### src/rtl/minc_pkg.sv
// Shared types and constants for the minc stack core and its program loader.
package minc_pkg;

  localparam int INSTR_W = 11;
  localparam int ADDR_W  = 8;

  typedef enum logic [2:0] {
    OP_LD   = 3'd0,
    OP_ADD  = 3'd1,
    OP_SUB  = 3'd2,
    OP_MUL  = 3'd3,
    OP_HALT = 3'd4
  } opcode_t;

  typedef enum logic [2:0] {
    ST_IDLE  = 3'd0,
    ST_COUNT = 3'd1,
    ST_HI    = 3'd2,
    ST_LO    = 3'd3,
    ST_CSUM  = 3'd4,
    ST_DONE  = 3'd5,
    ST_ERR   = 3'd6
  } ld_state_t;

  typedef logic [1:0] err_code_t;

  localparam err_code_t ERR_NONE    = 2'd0;
  localparam err_code_t ERR_BAD_HI  = 2'd1;
  localparam err_code_t ERR_CSUM    = 2'd2;
  localparam err_code_t ERR_TIMEOUT = 2'd3;

  // Only the low three bits of a HI byte carry the opcode; the rest must be clear.
  function automatic logic hi_byte_ok(input logic [7:0] b);
    return (b[7:3] == 5'd0);
  endfunction

endpackage

### src/rtl/minc_loader.sv
// Framed program-image loader: writes instruction memory and releases the core on a valid image.
// Optional macro MINC_LOADER_TIMEOUT_EN adds an inter-byte idle timeout inside a frame.
module minc_loader
  import minc_pkg::*;
#(
  parameter logic [7:0] SYNC_BYTE = 8'hA5
`ifdef MINC_LOADER_TIMEOUT_EN
  , parameter int unsigned TIMEOUT_CYCLES = 65535
`endif
) (
  input  logic               CLK,
  input  logic               nRESET,
  input  logic [7:0]         rx_data,
  input  logic               rx_valid,
  output logic               rx_ready,
  output logic               wr_en,
  output logic [ADDR_W-1:0]  wr_addr,
  output logic [INSTR_W-1:0] wr_data,
  output logic               cpu_nreset,
  output logic               done,
  output logic               error,
  output err_code_t          err_code
);

  ld_state_t          r_state;
  ld_state_t          w_state_nxt;
  logic [7:0]         r_n;
  logic [7:0]         r_cnt;
  logic [7:0]         r_acc;
  logic [2:0]         r_opcode;
  logic               r_wr_en;
  logic [ADDR_W-1:0]  r_wr_addr;
  logic [INSTR_W-1:0] r_wr_data;
  logic               r_cpu_nreset;
  logic               r_done;
  logic               r_error;
  err_code_t          r_err_code;

  logic       w_xfer;
  logic       w_last;
  logic [7:0] w_sum;
  logic       w_timeout;
  logic       w_ld_n;
  logic       w_ld_hi;
  logic       w_ld_lo;
  logic       w_set_done;
  logic       w_set_err;
  logic       w_clr;
  err_code_t  w_err_code_nxt;

  assign rx_ready = 1'b1;
  assign w_xfer   = rx_valid;
  // N=0 encodes 256 words, so N-1 wraps to 255 and the same compare covers it.
  assign w_last   = (r_cnt == (r_n - 8'd1));
  assign w_sum    = r_acc + rx_data;

`ifdef MINC_LOADER_TIMEOUT_EN
  localparam int IDLE_W = $clog2(TIMEOUT_CYCLES + 1);
  logic [IDLE_W-1:0] r_idle;
  logic              w_in_frame;

  assign w_in_frame = (r_state == ST_COUNT) || (r_state == ST_HI) ||
                      (r_state == ST_LO)    || (r_state == ST_CSUM);
  assign w_timeout  = w_in_frame && !w_xfer && (r_idle == IDLE_W'(TIMEOUT_CYCLES - 1));

  // Idle-cycle counter, cleared by any transfer or outside a frame.
  always_ff @(posedge CLK) begin
    if (!nRESET) begin
      r_idle <= '0;
    end else if (w_xfer || !w_in_frame) begin
      r_idle <= '0;
    end else begin
      r_idle <= r_idle + IDLE_W'(1);
    end
  end
`else
  assign w_timeout = 1'b0;
`endif

  // State register.
  always_ff @(posedge CLK) begin
    if (!nRESET) begin
      r_state <= ST_IDLE;
    end else begin
      r_state <= w_state_nxt;
    end
  end

  // Next-state and datapath control decode.
  always_comb begin
    w_state_nxt    = r_state;
    w_ld_n         = 1'b0;
    w_ld_hi        = 1'b0;
    w_ld_lo        = 1'b0;
    w_set_done     = 1'b0;
    w_set_err      = 1'b0;
    w_clr          = 1'b0;
    w_err_code_nxt = ERR_NONE;
    if (w_timeout) begin
      w_state_nxt    = ST_ERR;
      w_set_err      = 1'b1;
      w_err_code_nxt = ERR_TIMEOUT;
    end else begin
      case (r_state)
        ST_IDLE: begin
          if (w_xfer && (rx_data == SYNC_BYTE)) begin
            w_state_nxt = ST_COUNT;
          end else begin
            w_state_nxt = ST_IDLE;
          end
        end
        ST_COUNT: begin
          if (w_xfer) begin
            w_ld_n      = 1'b1;
            w_state_nxt = ST_HI;
          end else begin
            w_state_nxt = ST_COUNT;
          end
        end
        ST_HI: begin
          if (w_xfer && !hi_byte_ok(rx_data)) begin
            w_state_nxt    = ST_ERR;
            w_set_err      = 1'b1;
            w_err_code_nxt = ERR_BAD_HI;
          end else if (w_xfer) begin
            w_ld_hi     = 1'b1;
            w_state_nxt = ST_LO;
          end else begin
            w_state_nxt = ST_HI;
          end
        end
        ST_LO: begin
          if (w_xfer) begin
            w_ld_lo     = 1'b1;
            w_state_nxt = w_last ? ST_CSUM : ST_HI;
          end else begin
            w_state_nxt = ST_LO;
          end
        end
        ST_CSUM: begin
          if (w_xfer && (w_sum == 8'd0)) begin
            w_state_nxt = ST_DONE;
            w_set_done  = 1'b1;
          end else if (w_xfer) begin
            w_state_nxt    = ST_ERR;
            w_set_err      = 1'b1;
            w_err_code_nxt = ERR_CSUM;
          end else begin
            w_state_nxt = ST_CSUM;
          end
        end
        ST_DONE, ST_ERR: begin
          if (w_xfer && (rx_data == SYNC_BYTE)) begin
            w_state_nxt = ST_COUNT;
            w_clr       = 1'b1;
          end else begin
            w_state_nxt = r_state;
          end
        end
        default: begin
          w_state_nxt = ST_IDLE;
        end
      endcase
    end
  end

  // Frame datapath, write port and status registers.
  always_ff @(posedge CLK) begin
    if (!nRESET) begin
      r_n          <= 8'd0;
      r_cnt        <= 8'd0;
      r_acc        <= 8'd0;
      r_opcode     <= 3'd0;
      r_wr_en      <= 1'b0;
      r_wr_addr    <= '0;
      r_wr_data    <= '0;
      r_cpu_nreset <= 1'b0;
      r_done       <= 1'b0;
      r_error      <= 1'b0;
      r_err_code   <= ERR_NONE;
    end else begin
      r_wr_en <= w_ld_lo;
      if (w_ld_n) begin
        r_n   <= rx_data;
        r_cnt <= 8'd0;
        r_acc <= rx_data;
      end
      if (w_ld_hi) begin
        r_opcode <= rx_data[2:0];
        r_acc    <= w_sum;
      end
      if (w_ld_lo) begin
        r_acc     <= w_sum;
        r_wr_addr <= r_cnt;
        r_wr_data <= {r_opcode, rx_data};
        r_cnt     <= r_cnt + 8'd1;
      end
      if (w_set_done) begin
        r_done       <= 1'b1;
        r_cpu_nreset <= 1'b1;
      end else if (w_set_err) begin
        r_error      <= 1'b1;
        r_err_code   <= w_err_code_nxt;
        r_cpu_nreset <= 1'b0;
      end else if (w_clr) begin
        r_done       <= 1'b0;
        r_error      <= 1'b0;
        r_err_code   <= ERR_NONE;
        r_cpu_nreset <= 1'b0;
      end
    end
  end

  assign wr_en      = r_wr_en;
  assign wr_addr    = r_wr_addr;
  assign wr_data    = r_wr_data;
  assign cpu_nreset = r_cpu_nreset;
  assign done       = r_done;
  assign error      = r_error;
  assign err_code   = r_err_code;

endmodule

### config.mk
export PLATFORM = sky130hd
export DESIGN_NAME = minc_loader
export DESIGN_NICKNAME = d
export VERILOG_FILES = /design/src/rtl/minc_pkg.sv /design/src/rtl/minc_loader.sv
export SDC_FILE = /design/constraint.sdc
export NUM_CORES = 1
export LEC_CHECK = 0
export CORE_MARGIN = 2
export CORE_UTILIZATION = 25
export CTS_CLUSTER_DIAMETER = 100
export DETAILED_ROUTE_END_ITERATION = 8
export DONT_BUFFER_PORTS = 1
export GPL_ROUTABILITY_DRIVEN = 0
export PLACE_DENSITY = 0.46
export SYNTH_ARGS = -nofsm -noshare
export SYNTH_HDL_FRONTEND = slang
export SYNTH_SLANG_ARGS = --single-unit
### constraint.sdc
create_clock -name CLK -period 4.8 [get_ports CLK]
set_input_delay 1.44 -clock CLK [delete_from_list [all_inputs] [get_ports CLK]]
set_output_delay 1.44 -clock CLK [all_outputs]
set_load 0.01 [all_outputs]
==> results of run 1 <==
## kinds of logic after synthesis
| group | Yosys count |
|---|---|
| AOI/OAI and AO/OA | 91 |
| muxes | 10 |
| xor gates and xnor gates | 16 |
| buffers and inverters | 27 |
| adders and majority gates | 11 |
| DFF | 55 |
| other | 1 |
| and+or+nand+nor | 144 |
## registers in the layout, summed over array words and instances (netlist names)
register / flops
r_opcode: 3
cpu_nreset: 1
done: 1
error: 1
r_n: 8
r_acc: 8
r_state: 3
wr_data: 11
r_cnt: 8
wr_addr: 8
wr_en: 1
err_code: 2
## layer usage
metal,up-vias,wire length [microns],part of all wire [%],GRT usage [%]
met5,-,0,0,0
met4,0,71,0.99,2.68
met3,7,231,3.2,2.27
met2,31,3410,48,20.2
met1,1144,3460,48,15.1
li1,1232,-,-,-
## cell type report
cell class	count	area, sq um	share of cell area [%]
multi-input cells	273	1690	53.4
repair buffers	1	7.51	0.238
well taps	143	179	5.67
flip-flops and latches	55	1100	34.9
inverters	8	30.0	0.951
clock buffers	6	139	4.40
clock inverters	2	16.3	0.515
## final timing paths
kind                                    end  slack (ns)  cells after the start
worst min-delay path            wr_data[10]        0.47                      2
worst max-delay path            err_code[1]        1.48                      8
worst min register to register  wr_data[10]        0.47                      2
worst max register to register  err_code[1]        2.31                      8
## worst max-delay path, cell delays in order
cell and delay [ns]:
ha_1 0.22, fa_1 0.41, a211o_1 0.32, a21o_1 0.19
a221oi_2 0.24, nor4bb_4 0.32, nand2b_4 0.22, mux2i_1 0.17
## power by group through the flow
stage / Clock [uW] / Combinational, uW / Sequential [uW]
floorplan: 0 / 90.5 / 482
global placement: 0 / 88.7 / 500
detailed placement: 0 / 89.4 / 500
CTS: 397 / 89.9 / 489
global route: 410 / 100 / 492
finish: 384 / 88.5 / 489
## metrics by stage
stage | utilization (%) | hold WS, ns | instance area, sq um | total power, uW | cells
after floorplan | - | 0.432 | 2920 | 572 | 355
after global placement | 26.3 | 0.453 | 3000 | 589 | 480
after detailed placement | 26.3 | 0.456 | 3000 | 589 | 480
after CTS | 27.7 | 0.473 | 3160 | 975 | 488
after global routing | 27.7 | 0.493 | 3160 | 1000 | 488
final | 27.7 | 0.468 | 3160 | 961 | 488
## layout by cell type, fill, tap and decap left out, types with 2 or more instances in the layout
master	count
a21oi_1	48
clkbuf_16	5
xnor2_1	8
a211oi_1	3
a211o_1	2
or2_2	2
nor2b_1	4
mux2i_1	10
a221oi_1	2
and2_1	2
nand3b_1	2
nor3_1	4
or3_1	3
nor2_1	18
nand2_2	2
xor2_1	8
nor4_1	5
nand2b_1	2
o211a_1	2
nor3b_1	2
dfxtp_1	55
o21ai_0	9
and3_1	2
o211ai_1	5
o21a_1	3
a211oi_2	2
a21o_1	6
nand3_1	11
inv_1	8
nand2_1	73
nand4_1	2
ha_1	9
==> impl_metrics.tcl, run 1 <==
set metrics [dict create \
    status "complete, no violations" \
    hold_violations 0 \
    die_area_sq_mm 0.0125 \
    powerDensity_mw_per_mm2 304 \
    yosysSeqAreaShare_pct 37.8 \
    ant_nets 0 \
    netlist.area_leader.share_pct 37.8 \
    drc 0 \
    maxCapViolCount 0 \
    synth_most_common_cell "nand2_1" \
    yosysTopAreaCell "dfxtp_1" \
    peakVddDrop_uv 159 \
    synthTopCellsByArea "dfxtp_1, nand2_1, a21oi_1, ha_1, mux2i_1" \
    synth_top_family_by_area "simple AND/OR/NAND/NOR gates" \
    die-width_microns 112 \
    place_ws_ns 1.18 \
    synthCells 355 \
    cts.sinks 55 \
    num-nets-final 365 \
    synth.avg_cell_area_sq_um 8.22 \
    synth.yosys.warnings 0 \
    min_period_ns 3.32 \
    fin_crit_sh_pct 69.2 \
    die_height_microns 112 \
    synth-main-ff-cell "dfxtp_1" \
    hold_buffers 0 \
    layout-drive-gt1-share_pct 6.67 \
    clk_pin_slew_ns 0.07 \
    switching_power_uw 248 \
    setup_slack_ns 1.48 \
    cts_tree "built" \
    max_slew_margin_pct 41.4 \
    viasPerCell 4.95 \
    synth_compound_area_share_pct 19.9 \
    cp-startpoint "rx_data[0]" \
    grt_overflow 0 \
    pin_count 37 \
    antenna_found_initial 0 \
    antennaDiodeCount 0 \
    dr.pass1.iters 4 \
    synth-edff-count 0 \
    worstSkewPairLatency_ns 0.29 \
    cts_setup_buffers 0 \
    grt_pass1_vias 2354 \
    ys_types 57 \
    row_count 39 \
    pwr-share-clk_pct 39.9 \
    hp-start "r_opcode[2]" \
    coreArea_sq_mm 0.0114 \
    synth_nets 376 \
    synthAdderAreaFrac_pct 4.89 \
    grt_start_max_net_pins 26 \
    synthMuxAreaShare_pct 3.43 \
    fmax_mhz 301 \
    cp-end-kind "register" \
    portBuffers 0 \
    ctsResizeCount 0 \
    synthesis.area_sq_mm 0.00292 \
    required_ns 5.02 \
    cts-root-buf "clkbuf_16" \
    wl_mm 7.17 \
    setup_violations 0 \
    drt-initial-drc-count 67 \
    cp.arrival_ns 3.54 \
    start_util_pct 25.5 \
    synthXorXnorAreaFrac_pct 4.80 \
    p_int_uw 713 \
    avgRoutedWirePerCell_microns 14.7 \
    slew_violations 0 \
    leakage_uw 0.00119 \
    vias 2414 \
    worstPathMaxFanout 6 \
    hp-class "register to register" \
    crit-reg2reg-launch "r_acc[0]" \
    pwr-share-comb_pct 9.2 \
    cts_buffers 5 \
    rsz0062_at_grt "false" \
    synth_async_sr_flop_share_pct 0 \
    synthToLayoutAreaGrowth_pct 8.28 \
    seq_power_share_pct 50.8 \
    yosys-top-cells-count "nand2_1, dfxtp_1, a21oi_1" \
    fin_setup_tns_ns 0 \
    yosys_register_bits 55 \
    switching_share_pct 25.8 \
    num-fill-cells 1302 \
    grt_usage_pct 11.7 \
    worst_slew_pin_slew_ns 0.877 \
    htreeDepth 2 \
    fin_worst_skew_ns 0.00422 \
    worst-setup-path-type "input port to register" \
    startpoint_type "input port" \
    cts.path.max_buffers 2 \
    yosys.area_share.simple_pct 24.6 \
    grt_first_pass_wirelength_mm 12.0 \
    post-dp-hpwl_mm 5.19 \
]
No activity file was read; power rests on OpenSTA's default activity.
==> run 2: changes to the inputs <==
clock period = 3.3 ns   (was 4.8 ns; I/O delays follow)
==> impl_metrics.tcl, run 2 (synthesized netlist as in run 1, its figures left out) <==
set metrics [dict create \
    status "complete, no violations" \
    worst-setup-path-type "input port to register" \
    hp-class "register to register" \
    antenna_found_initial 0 \
    cp-startpoint "rx_data[0]" \
    min_period_ns 2.89 \
    cts_buffers 5 \
    crit_slowest_cell "fa_1" \
    mostFrequentLayoutCells "nand2_1, dfxtp_1, a21oi_1" \
    rr_worst_depth 8 \
    drt-initial-drc-count 72 \
    die_height_microns 112 \
    worst_slew_pin_slew_ns 0.789 \
    placed_cell_area_sq_mm 0.00302 \
    switching_share_pct 26.5 \
    fin_crit_sh_pct 87.5 \
    avgRoutedWirePerCell_microns 14.7 \
    drc 0 \
    maxCapViolCount 0 \
    powerDensity_mw_per_mm2 438 \
    leakage_uw 0.00120 \
    switching_power_uw 367 \
    cp_top_family "compound AO/OA/AOI/OAI gates" \
    peakVddDrop_uv 207 \
    p_int_uw 1020 \
    reg2reg_to "err_code[1]" \
    antennaDiodeCount 0 \
    grt_usage_pct 11.9 \
    fin_area_sq_mm 0.00317 \
    seq_power_share_pct 51.3 \
    post-dp-hpwl_mm 5.18 \
    pwr-share-comb_pct 9.4 \
    startpoint_type "input port" \
    coreArea_sq_mm 0.0114 \
    grt_pass1_vias 2365 \
    dr.pass1.iters 4 \
    cpPeakStageDelay_ns 0.42 \
    grt_first_pass_wirelength_mm 12.2 \
    worstPathMaxFanout 6 \
    htreeDepth 2 \
    hold_buffers 0 \
    num-fill-cells 1263 \
    ant_nets 0 \
    start_util_pct 25.5 \
    cts_tree "built" \
    required_ns 3.53 \
    portBuffers 0 \
    pin_count 37 \
    cts_setup_buffers 0 \
    worstSkewPairLatency_ns 0.30 \
    cp-endpoint "err_code[1]" \
    wl_mm 7.21 \
    setup_violations 0 \
    largest_register_ffs 11 \
    row_count 39 \
    final_common_cell "nand2_1" \
    die-width_microns 112 \
    crit_buf_inv 0 \
    fin_setup_tns_ns 0 \
    pwr-share-clk_pct 39.3 \
    layout-drive-gt1-share_pct 7.20 \
    synthToLayoutAreaGrowth_pct 8.54 \
    clk_pin_slew_ns 0.08 \
    fin_worst_skew_ns 0.00986 \
    ctsResizeCount 0 \
    cp-end-kind "register" \
    crit_cells 8 \
    num-nets-final 367 \
    cts.path.max_buffers 2 \
    viasPerCell 4.94 \
    grt_start_max_net_pins 26 \
    path_cells "ha_1 -> fa_1 -> a211o_1 -> a21o_1 -> a221oi_2 -> nor4bb_4 -> nand2b_4 -> mux2i_1" \
    fmax_mhz 346 \
    slew_violations 0 \
    cts-root-buf "clkbuf_16" \
    die_area_sq_mm 0.0125 \
    max_slew_margin_pct 46.9 \
    hold_violations 0 \
    grt_overflow 0 \
    rsz0062_at_grt "false" \
    crit-reg2reg-launch "r_acc[0]" \
    cts.sinks 55 \
    r2r_slack_ns 0.79 \
    vias 2420 \
    cp.arrival_ns 3.11 \
]
## run 2: power by group through the flow
stage | Clock [uW] | Combinational [uW] | Sequential [uW]
floorplan | 0 | 132 | 701
global placement | 0 | 130 | 727
detailed placement | 0 | 131 | 727
CTS | 559 | 131 | 711
global route | 582 | 148 | 716
finish | 545 | 130 | 711
## run 2: worst min path at each step
stage	startpoint	to	slack, ns	cells after the start
finish	r_opcode[2]	wr_data[10]	0.46	2
detailed placement	r_opcode[2]	wr_data[10]	0.46	2
global placement	r_opcode[2]	wr_data[10]	0.45	2
global route	r_opcode[2]	wr_data[10]	0.49	2
floorplan	r_opcode[2]	wr_data[10]	0.43	2
CTS	r_opcode[2]	wr_data[10]	0.46	2
## run 2: cell type report
class	instances	area [sq um]	area share, %
Timing Repair Buffer	3	22.5	0.711
Clock buffer	5	125	3.95
Multi-Input combinational cell	273	1690	53.2
Sequential cell	55	1100	34.8
Clock inverter	3	22.5	0.711
Tap cell	143	179	5.65
Inverter	8	30.0	0.949
## run 2: metrics by stage
stage	setup WS (ns)	hold WS (ns)	total power (uW)	cells	utilization, %
finish	0.414	0.462	1390	490	27.7
global route	0.270	0.490	1450	490	27.7
CTS	0.421	0.463	1400	490	27.7
detailed placement	0.142	0.459	858	482	26.4
global placement	0.165	0.449	856	482	26.4
floorplan	0.290	0.432	833	355	-
## run 2: per-layer routing
| metal | up-vias | GRT usage [%] | share of wire [%] |
|---|---|---|---|
| met2 | 27 | 20.2 | 48 |
| met3 | 8 | 2.54 | 3.3 |
| met4 | 0 | 3.41 | 1.4 |
| met1 | 1149 | 15.2 | 47 |
| met5 | - | 0 | 0 |
| li1 | 1236 | - | - |
## run 2: worst reg2reg max path, stage by stage, from the launching register on
cell and delay, ns:
dfxtp_1 0.32, ha_1 0.21, fa_1 0.42, a211o_1 0.32, a21o_1 0.20, a221oi_2 0.24, nor4bb_4 0.32, nand2b_4 0.23
mux2i_1 0.18
==> run 3: changes to the inputs <==
CORE_ASPECT_RATIO = 0.6   (was default)
PLACE_DENSITY = 0.45   (was 0.46)
==> impl_metrics.tcl, run 3 (synthesized netlist as in run 1, its figures left out) <==
set metrics [dict create \
    start_util_pct 25.7 \
    grt_usage_pct 12.4 \
    die_height_microns 87.7 \
    maxCapViolCount 0 \
    setup_violations 0 \
    cp-end-kind "register" \
    use_met2_pct 16.2 \
    cts-root-buf "clkbuf_16" \
    leakage_uw 0.00120 \
    fin_worst_skew_ns 0.00496 \
    viasPerCell 4.82 \
    synthToLayoutAreaGrowth_pct 9.44 \
    busiest_layer "met1" \
    p_int_uw 1060 \
    layout-drive-gt1-share_pct 6.94 \
    die-width_microns 143 \
    drc 0 \
    slew_violations 0 \
    cp.arrival_ns 3.16 \
    min_period_ns 2.93 \
    clk_pin_slew_ns 0.07 \
    fin_setup_tns_ns 0 \
    antennaDiodeCount 0 \
    cts.sinks 55 \
    grt_first_pass_wirelength_mm 12.2 \
    cts_tree "built" \
    coreArea_sq_mm 0.0113 \
    peakVddDrop_uv 204 \
    cts_setup_buffers 0 \
    startpoint_type "input port" \
    pwr-share-comb_pct 9.2 \
    post-dp-hpwl_mm 5.66 \
    hp-class "register to register" \
    grt_util_met1_pct 19.7 \
    grt_overflow 0 \
    pwr-share-clk_pct 40.7 \
    die_area_sq_mm 0.0126 \
    worst-setup-path-type "input port to register" \
    r2r_slack_ns 0.75 \
    htreeDepth 2 \
    grt_start_max_net_pins 48 \
    avgRoutedWirePerCell_microns 15.1 \
    drt-initial-drc-count 134 \
    cts.path.max_buffers 2 \
    largest_register_ffs 11 \
    num-nets-final 366 \
    required_ns 3.53 \
    use_met3_pct 3.99 \
    row_count 30 \
    worst_slew_pin_slew_ns 0.844 \
    portBuffers 0 \
    max_slew_margin_pct 43.2 \
    fmax_mhz 341 \
    hold_violations 0 \
    mostFrequentLayoutCells "nand2_1, dfxtp_1, a21oi_1" \
    total_power_uw 1420 \
    status "complete, no violations" \
    worstSkewPairLatency_ns 0.30 \
    ctsResizeCount 0 \
    rsz0062_at_grt "false" \
    ant_nets 0 \
    powerDensity_mw_per_mm2 444 \
    dr.pass1.iters 4 \
    hold_buffers 0 \
    pin_count 37 \
    switching_share_pct 25.5 \
    antenna_found_initial 0 \
    fin_crit_sh_pct 88.8 \
    cts_buffers 5 \
    grt_pass1_vias 2191 \
    vias 2438 \
    seq_power_share_pct 50.1 \
    worstPathMaxFanout 6 \
    switching_power_uw 361 \
    wl_mm 7.65 \
    final_common_cell "nand2_1" \
]
run 3: per-stage QoR:
stage / hold slack, ns / instances / util [%] / setup WS, ns / instance area (sq um)
2_1_floorplan: 0.432 / 355 / - / 0.290 / 2920
5_1_grt: 0.479 / 506 / 28.2 / 0.249 / 3190
3_5_place_dp: 0.454 / 498 / 26.7 / 0.0745 / 3030
4_1_cts: 0.456 / 506 / 28.2 / 0.379 / 3190
3_3_place_gp: 0.449 / 498 / 26.7 / 0.121 / 3030
6_report: 0.458 / 506 / 28.2 / 0.369 / 3190
run 3: power by group through the flow:
stage	logic [uW]	registers [uW]	clock network [uW]
floorplan	132	701	0
global placement	130	726	0
detailed placement	131	726	0
CTS	131	710	594
global route	147	715	615
finish	131	710	577
run 3: metal layers:
layer | vias to the layer above | share of wire, %
met5 | - | 0
met4 | 0 | 0.54
met3 | 8 | 7.3
met2 | 60 | 37
met1 | 1137 | 56
li1 | 1233 | -
run 3: critical path, stage by stage:
cell and delay [ns]:
ha_1 0.21, fa_1 0.41, a211o_1 0.32, a21o_1 0.19
a221oi_2 0.24, nor4bb_4 0.37, nand2b_4 0.24, mux2i_1 0.17
run 3: cell type report:
class	count	area [sq um]
repair buffers	2	15.0
well taps	160	200
multi-input cells	273	1690
fillers	1227	8140
clock inverters	1	7.51
clock buffers	7	153
flip-flops and latches	55	1100
inverters	8	30.0
run 3: final timing paths:
path	from	to	cells after the start
worst min-delay path	r_opcode[0]	wr_data[8]	2
worst max-delay path	rx_data[0]	err_code[1]	8
worst max register to register	r_acc[0]	err_code[1]	8
worst min register to register	r_opcode[0]	wr_data[8]	2
==> edit 1 (flow settings as in run 1) <==
Register the output `err_code` once more, without a reset; this adds one clock of latency there. The other outputs are not delayed to match.
--- a/src/rtl/minc_loader.sv
+++ b/src/rtl/minc_loader.sv
@@ -219,3 +219,5 @@
   assign error      = r_error;
-  assign err_code   = r_err_code;
+  always_ff @(posedge CLK) begin
+    err_code <= r_err_code;
+  end
 
Behaviour: not the same (Yosys sat finds a counterexample within 4 cycles, from zero or initial values and one cycle with nRESET low).
==> edit 1 against run 1 <==
  * Area after synthesis is 0.69% lower
  * Routed wire length is 1.6% higher
  * Sequential cell count is 2 higher
  * Sequential share of layout area is 0.44 points lower
  * Fmax is 0.84% higher
  * Design area is 5.0% higher
  * Critical path type unchanged
  * Critical path depth stayed put
  * Setup slack better by 28 ps
  * Via count is 1.9% higher
  * Largest cell class unchanged
Power is not compared: it rests on default switching activity, and its combinational part moved more than twofold at a synthesized area within 25%.
==> edit 1: results (changes against run 1) <==
insertion delay to the later sink of the worst-skew pair=320 ps (+30 ps); cts bufs inserted=9 (+4); drt first pass iters=5 (+1); GRT Util Overall=11.9% (+0.26 points); register area share after synthesis=39.4% (+1.6 points); Syn Nets=382 (+1.6%); CTS clock-pin slew for the worst setup and hold paths=50 ps (-20 ps); vias in the first global route=2315 (-1.7%); htree depth=3 (+1); XOR/XNOR Fraction of Synth Area=5.14% (+0.34 points); Placed Area=0.00301 sq mm (+0.12%); number of fill cells=1228 (-5.7%); largest net degree at the start of global routing=34 (+31%); layout cells sized above 1=8.33% (+1.7 points); hpwl dp=5170 um (-0.54%); mux contribution to synthesized area=3.54% (+0.11 points); status=finished, final reports clean; Synth top cells by count=nand2_1 (76), dfxtp_1 (57), a21oi_1 (47); Adder-Cell Fraction of Synth Area=4.92% (+0.034 points); Cells after DPL=487 (+1.5%); top cells by area, synth=dfxtp_1 (39%), nand2_1 (9.8%), a21oi_1 (8.1%), ha_1 (3.9%), nor2_1 (3.8%); Slew HR=34.5% (-6.9 points); Post-Route WL=7290 um (+1.6%); DRT iter0 DRCs=93 (+39%); first-pass GRT wire length=11900 um (-0.80%); Mapped Avg Cell Area=8.02 sq um (-2.3%); Core ar.=0.0114 sq mm (-0.43%); HP Start=r_err_code[1]; Worst R2R End=r_state[0]; Via density=4.89 (-1.1%)
## edit 1: cell count changes in the layout (fill, tap and decap cells not counted), sizes merged, moves of 4 or more
cell           run 1  this run
a211oi             5         9
xnor2              8        12
nor3               6        11
nor2              18        29
clkbuf             6        12
## edit 1: how the worst min path moves through the flow
stage               cells after the start           to  slack [ps]
floorplan                               0  err_code[1]         330
global placement                        0  err_code[1]         350
detailed placement                      0  err_code[1]         350
CTS                                     0  err_code[1]         360
global route                            0  err_code[1]         370
finish                                  0  err_code[1]         360
## edit 1: report_power, final
| part | total [uW] | switching [uW] | internal, uW |
|---|---|---|---|
| clock | 649 | 220 | 430 |
| combinational | 30.9 | 20.0 | 10.9 |
| sequential | 475 | 0.582 | 474 |
## edit 1: kinds of logic (layout without fill, tap and decap cells)
logic type	count (synthesis)	count (layout)
AO/OA/AOI/OAI	91	91
multiplexers	10	10
adder cells (fa/ha/maj)	11	11
flip-flops	57	57
buffers and inverters	28	27
XOR/XNOR	17	17
AND/OR/NAND/NOR	146	146
other	1	1
## edit 1: stage by stage
stage               utilization (%)  setup slack (ps)
floorplan                         -              1430
global placement               26.4              1250
detailed placement             26.4              1210
CTS                            29.2              1550
global route                   29.2              1340
finish                         29.2              1510
## edit 1: worst max-delay path: stages
cell and delay, ps:
ha_1 200, fa_1 420, a211oi_2 250, nor2_1 90, xnor2_1 190, o2111ai_1 240
or4_1 540, a21oi_1 140
## edit 1: area by class of cell
class,count,area share [%]
Clock buffer,12,7.74
Clock inverter,4,1.55
Inverter,7,0.793
Multi-Input combinational cell,276,49.2
Sequential cell,57,34.4
Tap cell,143,5.40
Timing Repair Buffer,4,0.906
## edit 1: routing by layer
layer  global-route usage, %  vias up  wire length [um]
met5                       0        -                 0
met4                    4.44        0               102
met3                    3.65        7               231
met2                    19.2       28              3400
met1                    15.0     1174              3550
li1                        -     1251                 -
==> edit 2 (flow settings as in run 1) <==
Without the edit above. Build with the macro `MINC_LOADER_TIMEOUT_EN` defined.
--- a/src/rtl/minc_loader.sv
+++ b/src/rtl/minc_loader.sv
@@ -2,2 +2,4 @@
 // Optional macro MINC_LOADER_TIMEOUT_EN adds an inter-byte idle timeout inside a frame.
+`define MINC_LOADER_TIMEOUT_EN
+
 module minc_loader
Behaviour: same outputs for any inputs over 4 cycles, from zero or initial values and one cycle with nRESET low; that may be too few to reach the edited logic, so the function may still have changed.
==> edit 2 against run 1 <==
  * Total power is 56% higher
  * Highest routed layer unchanged
  * Sequential share of layout area is 1.4 points lower
  * Routed wire length is 24% higher
  * Via count is 25% higher
  * Design area is 35% higher
  * Area after synthesis is 29% higher
  * Critical path type unchanged
  * Sequential cell count is 16 higher
  * Setup slack better by 34 ps
==> edit 2: results (changes against run 1) <==
status=finished, final reports clean; layout cells sized above 1=7.66% (+0.99 points); Crit path arrival time=3520 ps (-20 ps); final non-filler cell total=628 (+29%); max reg flops=16 (+5); Buffers on Ports=0 (unchanged); post-synth cell types=61 (+7.0%); met3 usage=2.99% (+0.73 points); Yosys top cell by area=dfxtp_1; first-pass GRT wire length=14800 um (+23%); drt first pass iters=4 (unchanged); Static Leak=0.00147 uW (+23%); CTS clock-pin slew for the worst setup and hold paths=60 ps; CP top delay family=compound AO/OA/AOI/OAI gates; post-cts resize count=0 (unchanged); top cells by area, synth=dfxtp_1 (38%), nand2_1 (8.2%), a21boi_0 (6.2%), xor2_1 (4.7%), ha_1 (3.7%); Mapped Avg Cell Area=8.39 sq um (+2.1%); Largest Register=r_idle; cts bufs inserted=9 (+4); Syn Nets=472 (+26%); gr ovfl total=0 (unchanged); final net count=463 (+27%); antenna violations before repair=0 (unchanged); ys async rst share=0% (unchanged); hpwl dp=6310 um (+21%); htree depth=3 (+1); Final Skew=8.98 ps (+4.77 ps); Synth top cells by count=nand2_1 (82), dfxtp_1 (71), nor2_1 (34); DRC=0 (unchanged); Slew HR=44.7% (+3.3 points); min-delay worst type=reg -> reg; synth warn=0 (unchanged); setup bufs post-CTS=0 (unchanged); root buf cell=clkbuf_16; routed via count=3022 (+25%); largest net degree at the start of global routing=57 (+120%); vias in the first global route=2897 (+23%); CTS max path bufs=2 (unchanged); CP max stage delay=410 ps (about the same); Synth top area share=37.7% (about the same); Post-Route WL=8870 um (+24%); insertion delay to the later sink of the worst-skew pair=340 ps (+50 ps); n_diodes=0 (unchanged); register area share after synthesis=37.7% (about the same); met1 usage=14.5% (-0.60 points); Cells after DPL=613 (+28%); worst vdd ir=151 uV (-4.8%); worst-path fanout max=6 (unchanged); CP max stage cell=fa_1; GR Util met2=18.8% (-1.4 points); GRT Util Overall=11.6% (-0.018 points); DRT iter0 DRCs=182 (+170%)
==> edit 2: cell count changes after synthesis, moves of 4 or more <==
cell	delta
a21boi_0	+31
a21o_1	-5
a21oi_1	-30
clkbuf_1	+4
dfxtp_1	+16
nand2_1	+9
nand3_1	+5
nor2_1	+16
nor2b_1	+6
nor3_1	+6
o21ai_0	+9
o21ai_1	+5
xor2_1	+12
==> edit 2: logic make-up (layout without fill, tap and decap cells) <==
family,count (synthesis),after routing,share of synthesized area [%]
AO/OA/AOI/OAI,102,102,19.2
XOR/XNOR,30,30,6.98
adder cells (fa/ha/maj),12,12,4.19
buffers and inverters,32,27,3.85
flip-flops,71,71,37.7
multiplexers,9,9,2.46
other,1,1,0.0996
AND/OR/NAND/NOR,192,192,25.5
==> edit 2: where the power goes <==
group	internal (uW)	total, uW	switching (uW)
sequential	599	613	13.1
clock	519	773	253
combinational	42.8	109	66.7
==> edit 2: worst paths after layout <==
| check | from | endpoint | slack [ps] | depth (start not counted) |
|---|---|---|---|---|
| worst max-delay path | rx_data[0] | cpu_nreset | 1510 | 8 |
| worst min-delay path | r_opcode[1] | r_opcode[1] | 460 | 2 |
| worst max register to register | r_acc[0] | cpu_nreset | 2300 | 8 |
| worst min register to register | r_opcode[1] | r_opcode[1] | 460 | 2 |
==> edit 2: worst register-to-register path, stage by stage (launching register included) <==
cell	delay, ps
dfxtp_1	320
ha_1	210
fa_1	410
a211oi_1	360
nor2_1	110
xor2_1	170
nor4_2	220
a21boi_1	220
a2111oi_2	370
==> edit 2: final cells by class <==
cell class / instances / area [sq um]
Clock buffer: 10 / 239
Clock inverter: 5 / 106
Fill cell: 1565 / 10400
Inverter: 10 / 37.5
Multi-Input combinational cell: 346 / 2200
Sequential cell: 71 / 1420
Tap cell: 184 / 230
Timing Repair Buffer: 2 / 15.0
==> edit 2: metal layers <==
metal | part of all wire [%] | up-vias
met4 | 2.0 | 0
met1 | 47 | 1427
met3 | 3.1 | 14
met2 | 48 | 36
li1 | - | 1545
met5 | 0 | -
==> edit 2: per-stage QoR <==
step / instance area (sq um) / util (%) / setup slack, ps
after floorplan: 3770 / - / 1400
after global placement: 3900 / 26.7 / 1250
after detailed placement: 3900 / 26.7 / 1190
after CTS: 4250 / 29.0 / 1510
after global routing: 4250 / 29.0 / 1240
final: 4250 / 29.0 / 1510
